[src/rtl/background_layer.sv]
// rtl/background_layer.sv - scrollable, upscaled background fetcher with RAM-latency-matched pipeline and 16-entry palette
module background_layer #(
    parameter int IMG_W       = 320,
    parameter int IMG_H       = 240,
    parameter int BPP         = 4,
    parameter int WORD_W      = 32,
    parameter int ADDR_W      = 16,
    parameter int SCALE_SHIFT = 1,
    parameter int RAM_LAT     = 2
) (
    input  logic              clk_125MHz,
    input  logic              rst_n,
    input  logic [9:0]        DrawX,
    input  logic [9:0]        DrawY,
    input  logic              de_in,
    input  logic              frame_start,
    input  logic [9:0]        scroll_x,
    input  logic [9:0]        scroll_y,
    input  logic              pal_we,
    input  logic [3:0]        pal_idx,
    input  logic [11:0]       pal_rgb,
    output logic [ADDR_W-1:0] mem_addr,
    input  logic [WORD_W-1:0] mem_rdata,
    output logic [3:0]        Bkg_Red,
    output logic [3:0]        Bkg_Green,
    output logic [3:0]        Bkg_Blue,
    output logic              de_out,
    output logic              bkg_transparent
);

    localparam int PPW        = WORD_W / BPP;
    localparam int ADDR_SHIFT = $clog2(PPW);
    localparam int SUB_W      = (PPW > 1) ? $clog2(PPW) : 1;
    localparam int LIN_W      = 21;
    localparam logic [10:0] IMG_W11 = 11'(IMG_W);
    localparam logic [10:0] IMG_H11 = 11'(IMG_H);

    logic [9:0]       active_sx;
    logic [9:0]       active_sy;
    logic [10:0]      sum_x;
    logic [10:0]      sum_y;
    logic [10:0]      map_x;
    logic [10:0]      map_y;
    logic [9:0]       s1_sx;
    logic [9:0]       s1_sy;
    logic             s1_de;
    logic [LIN_W-1:0] lin;
    logic [SUB_W-1:0] sub_pipe [0:RAM_LAT];
    logic             de_pipe  [0:RAM_LAT];
    logic [3:0]       idx;
    logic [11:0]      palette  [0:15];

    // Source coordinate is always < image size, so one conditional subtract wraps.
    always_comb begin
        sum_x = 11'(DrawX >> SCALE_SHIFT) + {1'b0, active_sx};
        sum_y = 11'(DrawY >> SCALE_SHIFT) + {1'b0, active_sy};
        map_x = (sum_x >= IMG_W11) ? sum_x - IMG_W11 : sum_x;
        map_y = (sum_y >= IMG_H11) ? sum_y - IMG_H11 : sum_y;
        lin   = LIN_W'(s1_sy) * LIN_W'(IMG_W) + LIN_W'(s1_sx);
    end

    always_ff @(posedge clk_125MHz) begin
        if (!rst_n) begin
            active_sx <= '0;
            active_sy <= '0;
            s1_sx     <= '0;
            s1_sy     <= '0;
            s1_de     <= 1'b0;
            mem_addr  <= '0;
            for (int i = 0; i <= RAM_LAT; i++) begin
                sub_pipe[i] <= '0;
                de_pipe[i]  <= 1'b0;
            end
        end else begin
            if (frame_start) begin
                active_sx <= ({1'b0, scroll_x} >= IMG_W11) ? 10'd0 : scroll_x;
                active_sy <= ({1'b0, scroll_y} >= IMG_H11) ? 10'd0 : scroll_y;
            end
            s1_sx       <= map_x[9:0];
            s1_sy       <= map_y[9:0];
            s1_de       <= de_in;
            mem_addr    <= ADDR_W'(lin >> ADDR_SHIFT);
            sub_pipe[0] <= SUB_W'(lin % LIN_W'(PPW));
            de_pipe[0]  <= s1_de;
            // Sub-word select and valid ride alongside the RAM read latency.
            for (int i = 1; i <= RAM_LAT; i++) begin
                sub_pipe[i] <= sub_pipe[i-1];
                de_pipe[i]  <= de_pipe[i-1];
            end
        end
    end

    always_comb begin
        idx = '0;
        idx[BPP-1:0] = mem_rdata[sub_pipe[RAM_LAT]*BPP +: BPP];
    end

    always_ff @(posedge clk_125MHz) begin
        if (!rst_n) begin
            for (int i = 0; i < 16; i++) begin
                palette[i] <= {i[3:0], i[3:0], i[3:0]};
            end
        end else if (pal_we) begin
            palette[pal_idx] <= pal_rgb;
        end
    end

    // Reading palette here sees the pre-write value on a same-cycle write.
    always_ff @(posedge clk_125MHz) begin
        if (!rst_n) begin
            Bkg_Red         <= '0;
            Bkg_Green       <= '0;
            Bkg_Blue        <= '0;
            de_out          <= 1'b0;
            bkg_transparent <= 1'b0;
        end else if (de_pipe[RAM_LAT]) begin
            {Bkg_Red, Bkg_Green, Bkg_Blue} <= palette[idx];
            de_out          <= 1'b1;
            bkg_transparent <= (idx == 4'd0);
        end else begin
            Bkg_Red         <= '0;
            Bkg_Green       <= '0;
            Bkg_Blue        <= '0;
            de_out          <= 1'b0;
            bkg_transparent <= 1'b0;
        end
    end

endmodule

[config.mk]
export PLATFORM = sky130hd
export DESIGN_NAME = background_layer
export DESIGN_NICKNAME = d
export VERILOG_FILES = /design/src/rtl/background_layer.sv
export SDC_FILE = /design/constraint.sdc
export NUM_CORES = 1
export LEC_CHECK = 0
export ABC_CLOCK_PERIOD_IN_PS = 4800
export CAP_MARGIN = 25
export CORE_MARGIN = 2
export CORE_UTILIZATION = 60
export DETAILED_ROUTE_END_ITERATION = 7
export PLACE_DENSITY = 0.89
export SYNTH_ARGS = -nofsm -noshare
export SYNTH_HDL_FRONTEND = slang
export SYNTH_SLANG_ARGS = --single-unit
[constraint.sdc]
create_clock -name clk_125MHz -period 4.8 [get_ports clk_125MHz]
set_input_delay 0.72 -clock clk_125MHz [delete_from_list [all_inputs] [get_ports clk_125MHz]]
set_output_delay 0.72 -clock clk_125MHz [all_outputs]
set_load 0.05 [all_outputs]
==> results.yml, run 1 <==
routing:
  drc: 0
  wl_per_cell_um: 20.1
  dr.pass1.iters: 6
  wl_mm: 33.9
  dr_total_vias: 10500
  drtAntennaViolNets: 0
  first_iter_violations: 1162
  vias_per_cell: 6.19
sta:
  hold_viol_final: 0
  drv_slew: 0
  hold_slack_ns: 0.428
  final.setup_skew_ns: 0.0236
  post-route-period-util_pct: 75.7
  setup_tns_ns: 0
  max_clock_freq_ghz: 0.275
  finalSetupViolCount: 0
  tightest_slew_ns: 0.994
  rsz0062_at_grt: "false"
  slew_headroom_pct: 33.8
  min_period_ns: 3.63
min_path:
  min_path_cells: 1
  hold_class: "register to register"
  min_to: "sub_pipe[0][7]$_SDFF_PN0_"
  min_from: "sub_pipe[0][4]$_SDFF_PN0_"
clock_network:
  ctsHoldBuffers: 0
  cts_buffer_depth: 3
  cts_tree: "yes"
  post_cts_resized: 0
  cts_setup_buffers: 0
  cts.sinks: 275
  cts_max_level: 1
  cts_buffers: 28
  clk_latency_ns: 0.55
  cts.reportedPaths.clkPinSlew_ns: 0.06
  cts-root-buf: "clkbuf_16"
worst_setup_path:
  critPathMaxStageDelay_ns: 0.58
  crit_arrival_ns: 4.00
  reg2reg_from: "active_sx[0]$_SDFFE_PN0P_"
  startpoint_type: "input pin"
  crit_type: "input pin to register"
  timing.rr.end: "s1_sx[8]$_SDFF_PN0_"
  end_kind: "register"
  path_max_fanout: 3
  ff2ff_setup_slack_ns: 1.48
  cp.required_ns: 5.17
  crit_chain: "clkdlybuf4s50_1 -> ha_1 -> inv_1 -> fa_1 -> and2b_1 -> o2111ai_1 -> and3b_1 -> xnor2_1 -> ha_1 -> nand4b_1 -> or4_1 -> nor2_1 -> or3_4 -> a221oi_2"
  slowest_stage: "or4_1"
  reg2regPathDepth: 13
  path_common_cell: "ha_1"
global_route:
  grt_pass1_vias: 10300
  overflow: 0
  grt_start_max_net_pins: 98
  track_usage_pct: 28.7
  grt_pass1_wl_mm: 53.5
  grt_antenna_before_repair: 0
power:
  power_density_nw_per_um2: 358
  ir_worst_vdd_uv: 273
  p_leak_uw: 0.00594
logic_synthesis:
  synth_seq_area_share_pct: 55.1
  yosys-top-cells-count: "216 x nand2_1, 192 x edfxtp_1, 126 x and2_1"
  synth_edf_count: 192
  synth_cell_types: 78
  synth_area_um2: 13500
  synth_area_leaders: "edfxtp_1 43%, dfxtp_1 12%, nand2_1 6.0%"
  synth_top_area_cell: "edfxtp_1"
  synth_area_per_cell_um2: 10.5
  synth_ff_type: "edfxtp_1"
  yosysMostFrequentCell: "nand2_1"
  netlist_instances: 1288
  syn-num-nets: 1426
  yosys_warnings: 0
  ys_ff_latch: 275
  synth_top_cell_area_share_pct: 42.8
  async_flop_share_pct: 0
die:
  initial_utilization_pct: 61.4
  dieArea_um2: 23700
  core_area_um2: 22000
  rows: 54
  io_pins: 123
  die_width_um: 154
  die_y_um: 154
layout:
  diodes: 0
  drive_above_1_share_pct: 7.53
  finalInstanceArea_um2: 15900
  nets: 1524
  synthToLayoutAreaGrowth_pct: 17.7
place:
  place.port_buffers: 120
  gp_congestion: 0.939
  place_area_um2: 14900
  hpwl_mm: 21.5
run:
  drv_cap: 0
status:
  status: "finished clean"
==> cell type report <==
class	count	area, um2
Clock inverter	16	158
Fill cell	1389	6090
Clock buffer	36	782
Timing Repair Buffer	152	1450
Sequential cell	275	7430
Multi-Input combinational cell	910	5630
Tap cell	280	350
Inverter	19	71.3
==> worst max-delay path by stage <==
stage / startpoint / endpoint / slack (ns) / depth (start not counted)
6_report: DrawX[1] / s1_sx[8]$_SDFF_PN0_ / 1.17 / 14
5_1_grt: DrawX[1] / s1_sx[6]$_SDFF_PN0_ / 0.99 / 14
4_1_cts: DrawX[1] / s1_sx[8]$_SDFF_PN0_ / 1.22 / 14
3_5_place_dp: DrawX[1] / s1_sx[8]$_SDFF_PN0_ / 0.69 / 14
3_3_place_gp: DrawX[1] / s1_sx[8]$_SDFF_PN0_ / 0.81 / 14
2_1_floorplan: DrawX[1] / s1_sx[6]$_SDFF_PN0_ / 1.51 / 13
==> state kept, by name, summed over array words and instances, names as in the netlist, 9 cells and up <==
| register | count |
|---|---|
| palette | 192 |
| mem_addr | 16 |
| active_sx | 10 |
| active_sy | 10 |
| s1_sx | 10 |
| s1_sy | 10 |
| sub_pipe | 9 |
==> where the power goes <==
group	total (uW)	leakage (uW)	switching [uW]	internal [uW]
Sequential	2720	0.00256	47.7	2670
Clock	2210	0.000460	899	1310
Combinational	759	0.00292	478	282
Total	5680	0.00594	1420	4260
==> per-layer routing <==
layer | routed length (um) | global-route usage (%) | up-vias
met5 | 0 | 0 | -
met4 | 1500 | 12.8 | 0
met3 | 3820 | 6.29 | 128
met2 | 16300 | 48.3 | 639
met1 | 12300 | 35.9 | 4889
li1 | - | - | 4799
==> per-stage QoR <==
step                      util (%)  setup WS (ns)  instances  power (uW)
final                         72.3           1.17       1688        5680
after global routing          72.3          0.987       1688        5850
after CTS                     72.2           1.22       1687        5680
after detailed placement      67.9          0.694       1635        3500
after global placement        67.9          0.810       1634        3470
after floorplan                  -           1.51       1288        3220
==> critical path: cells and delay by family <==
kind                       cells  cell delay [ns]
and+or+nand+nor                6             1.50
AOI/OAI and AO/OA              2             0.20
xor gates and xnor gates       1             0.25
buffers and inverters          2             0.53
adders and majority gates      3             0.79
==> cell families (layout without fill, tap and decap cells) <==
kind of cell	Yosys count	in the layout	share of synthesized area, %
mux	14	14	1.82
fa+ha+maj	45	45	4.40
simple gates	676	676	26.0
buf+inv	103	223	3.22
flops	275	275	55.1
xor+xnor	23	23	1.49
compound gates	152	152	7.91
==> cell usage in the layout, fill, tap and decap left out, types with 8 or more instances in the layout <==
| cell | count |
|---|---|
| a211oi_1 | 8 |
| a21o_1 | 9 |
| a21oi_1 | 19 |
| a22o_1 | 17 |
| a31oi_1 | 14 |
| and2_1 | 126 |
| buf_4 | 29 |
| clkbuf_16 | 29 |
| clkdlybuf4s50_1 | 119 |
| dfxtp_1 | 83 |
| edfxtp_1 | 192 |
| ha_1 | 41 |
| inv_1 | 19 |
| mux4_2 | 8 |
| nand2_1 | 216 |
| nand2b_1 | 24 |
| nand3_1 | 93 |
| nand4_1 | 30 |
| nor2_1 | 47 |
| nor3_1 | 14 |
| o21ai_0 | 36 |
| or3_1 | 87 |
| xnor2_1 | 12 |
| xor2_1 | 11 |
Power figures use the tool's default switching activity.
==> inputs of run 2 (changes only) <==
==> config.mk (replaced) <==
export PLATFORM = sky130hd
export DESIGN_NAME = background_layer
export DESIGN_NICKNAME = d
export VERILOG_FILES = /design/src/rtl/background_layer.sv
export SDC_FILE = /design/constraint.sdc
export NUM_CORES = 1
export LEC_CHECK = 0
export ABC_CLOCK_PERIOD_IN_PS = 3400
export CAP_MARGIN = 25
export CORE_MARGIN = 2
export CORE_UTILIZATION = 58
export DETAILED_ROUTE_END_ITERATION = 7
export PLACE_DENSITY = 0.86
export SYNTH_ARGS = -nofsm -noshare
export SYNTH_HDL_FRONTEND = slang
export SYNTH_SLANG_ARGS = --single-unit
==> constraint.sdc (replaced) <==
create_clock -name clk_125MHz -period 3.4 [get_ports clk_125MHz]
set_input_delay 0.51 -clock clk_125MHz [delete_from_list [all_inputs] [get_ports clk_125MHz]]
set_output_delay 0.51 -clock clk_125MHz [all_outputs]
set_load 0.05 [all_outputs]
==> run 2 against run 1 <==
Net effect:
- global-route usage fell by 0.37 points
- final area up 1.6%
- sequential share of layout area down 0.74 points
- combinational power increased by 48%
- setup slack worse by 1.0 ns
- sequential cell count unchanged
- clock power is 43% higher
- critical path type is now register to register
- die area up 3.4%
==> results.yml, run 2 (synthesized netlist as in run 1, its figures left out) <==
min_path:
  min_from: "rst_n"
  hold_class: "input pin to register"
die:
  core_area_um2: 22700
  io_pins: 123
  rows: 55
  dieArea_um2: 24500
  initial_utilization_pct: 59.3
  die_width_um: 156
  die_y_um: 156
routing:
  drtAntennaViolNets: 0
  dr_total_vias: 10500
  first_iter_violations: 1124
  wl_mm: 34.5
  dr.pass1.iters: 8
  vias_per_cell: 6.14
  wl_per_cell_um: 20.1
  drc: 0
status:
  status: "finished clean"
worst_setup_path:
  critPathLaunch: "s1_sy[1]$_SDFF_PN0_"
  path_max_fanout: 4
  startpoint_type: "register"
  crit_arrival_ns: 3.72
  end_kind: "register"
  crit_type: "register to register"
  reg2reg_from: "s1_sy[1]$_SDFF_PN0_"
  cp.required_ns: 3.86
layout:
  synthToLayoutAreaGrowth_pct: 19.6
  finish.utilization_pct: 71.0
  largest_register_ffs: 192
  top_register: "palette"
  mostFrequentLayoutCells: "216 x nand2_1, 192 x edfxtp_1, 126 x and2_1"
  finalInstanceArea_um2: 16100
  nets: 1548
  n_fill_cell: 1550
  reg_top3: "palette: 192 flops, mem_addr: 16 flops"
  diodes: 0
  drive_above_1_share_pct: 9.36
  final_common_cell: "nand2_1"
clock_network:
  cts.sinks: 275
  cts_tree: "yes"
  cts-root-buf: "clkbuf_16"
  cts_max_level: 1
  cts_buffer_depth: 3
  cts_buffers: 28
  cts_setup_buffers: 0
  clk_latency_ns: 0.55
  cts.reportedPaths.clkPinSlew_ns: 0.06
sta:
  slew_headroom_pct: 37.5
  finalSetupViolCount: 0
  tightest_slew_ns: 0.935
  min_period_ns: 3.26
  drv_slew: 0
  post-route-period-util_pct: 95.8
  setup_tns_ns: 0
  rsz0062_at_grt: "false"
  hold_viol_final: 0
  max_clock_freq_ghz: 0.307
  final.setup_skew_ns: 0.0222
place:
  hpwl_mm: 22.4
  gp_congestion: 0.894
  place_area_um2: 15200
  place.port_buffers: 120
power:
  power.internal_uw: 6090
  p_sw_uw: 2020
  power_density_nw_per_um2: 503
  p_comb_share_pct: 13.7
  swShare_pct: 24.9
  seq_power_share_pct: 47.2
  ir_worst_vdd_uv: 455
  p_leak_uw: 0.00609
  clkPwrFrac_pct: 39.0
global_route:
  grt_pass1_wl_mm: 54.2
  grt_antenna_before_repair: 1
  grt_start_max_net_pins: 98
  grt_pass1_vias: 10200
  overflow: 0
  track_usage_pct: 28.4
run:
  drv_cap: 0
## run 2: cell count changes in the layout (fill, tap and decap cells not counted), moves of 3 or more
cell      before  now
clkbuf_8       3    7
buf_4         29   53
clkbuf_1       4    7
clkinv_1       6    1
## run 2: final cells by class
| type | count | area (um2) | share of cell area, % |
|---|---|---|---|
| tap | 285 | 357 | 2.21 |
| inverter | 19 | 71.3 | 0.442 |
| timing repair buffer | 176 | 1660 | 10.3 |
| clock buffer | 42 | 823 | 5.11 |
| sequential | 275 | 7430 | 46.1 |
| clock inverter | 10 | 138 | 0.854 |
| multi-input combinational | 910 | 5650 | 35.0 |
## run 2: power groups by stage
stage               logic (uW)  registers [uW]  clock network (uW)
floorplan                  580            3970                   0
global placement          1040            3890                   0
detailed placement        1080            3900                   0
CTS                       1100            3830                3190
global route              1200            3850                3310
finish                    1120            3830                3170
## run 2: metrics by stage
step	power (uW)	hold slack (ns)	setup WS, ns	std cells
4_1_cts	8120	0.397	0.187	1717
2_1_floorplan	4550	0.412	0.322	1288
6_report	8120	0.414	0.142	1717
3_3_place_gp	4930	0.415	-0.217	1664
5_1_grt	8370	0.415	0.00275	1717
3_5_place_dp	4980	0.417	-0.312	1665
## run 2: timing repair
action / 4_1_cts / 5_1_grt
endpoints found under the setup margin: 0 / 5
resized for setup: 0 / 2
hold buffers: 0 / 0
## run 2: worst paths after layout
kind | to | slack (ns) | cells after the start
worst min-delay path | s1_sy[4]$_SDFF_PN0_ | 0.41 | 3
worst min register to register | sub_pipe[0][0]$_SDFF_PN0_ | 0.43 | 1
worst max register to register | mem_addr[15]$_SDFF_PN0_ | 0.14 | 10
worst max-delay path | mem_addr[15]$_SDFF_PN0_ | 0.14 | 10
## run 2: metal layers
layer	GRT usage, %	share of wire [%]
met2	49.0	49
met5	0	0.032
met3	6.09	12
met4	9.79	3.5
met1	35.5	36
## run 2: critical path: stages (launching register included)
cell and delay, ns:
dfxtp_1 0.35, ha_1 0.32, ha_1 0.23, fa_1 0.43
a21o_1 0.23, a21oi_1 0.18, xor2_1 0.12, nor3_1 0.43
nand4_1 0.25, or3b_2 0.51, o22ai_1 0.15
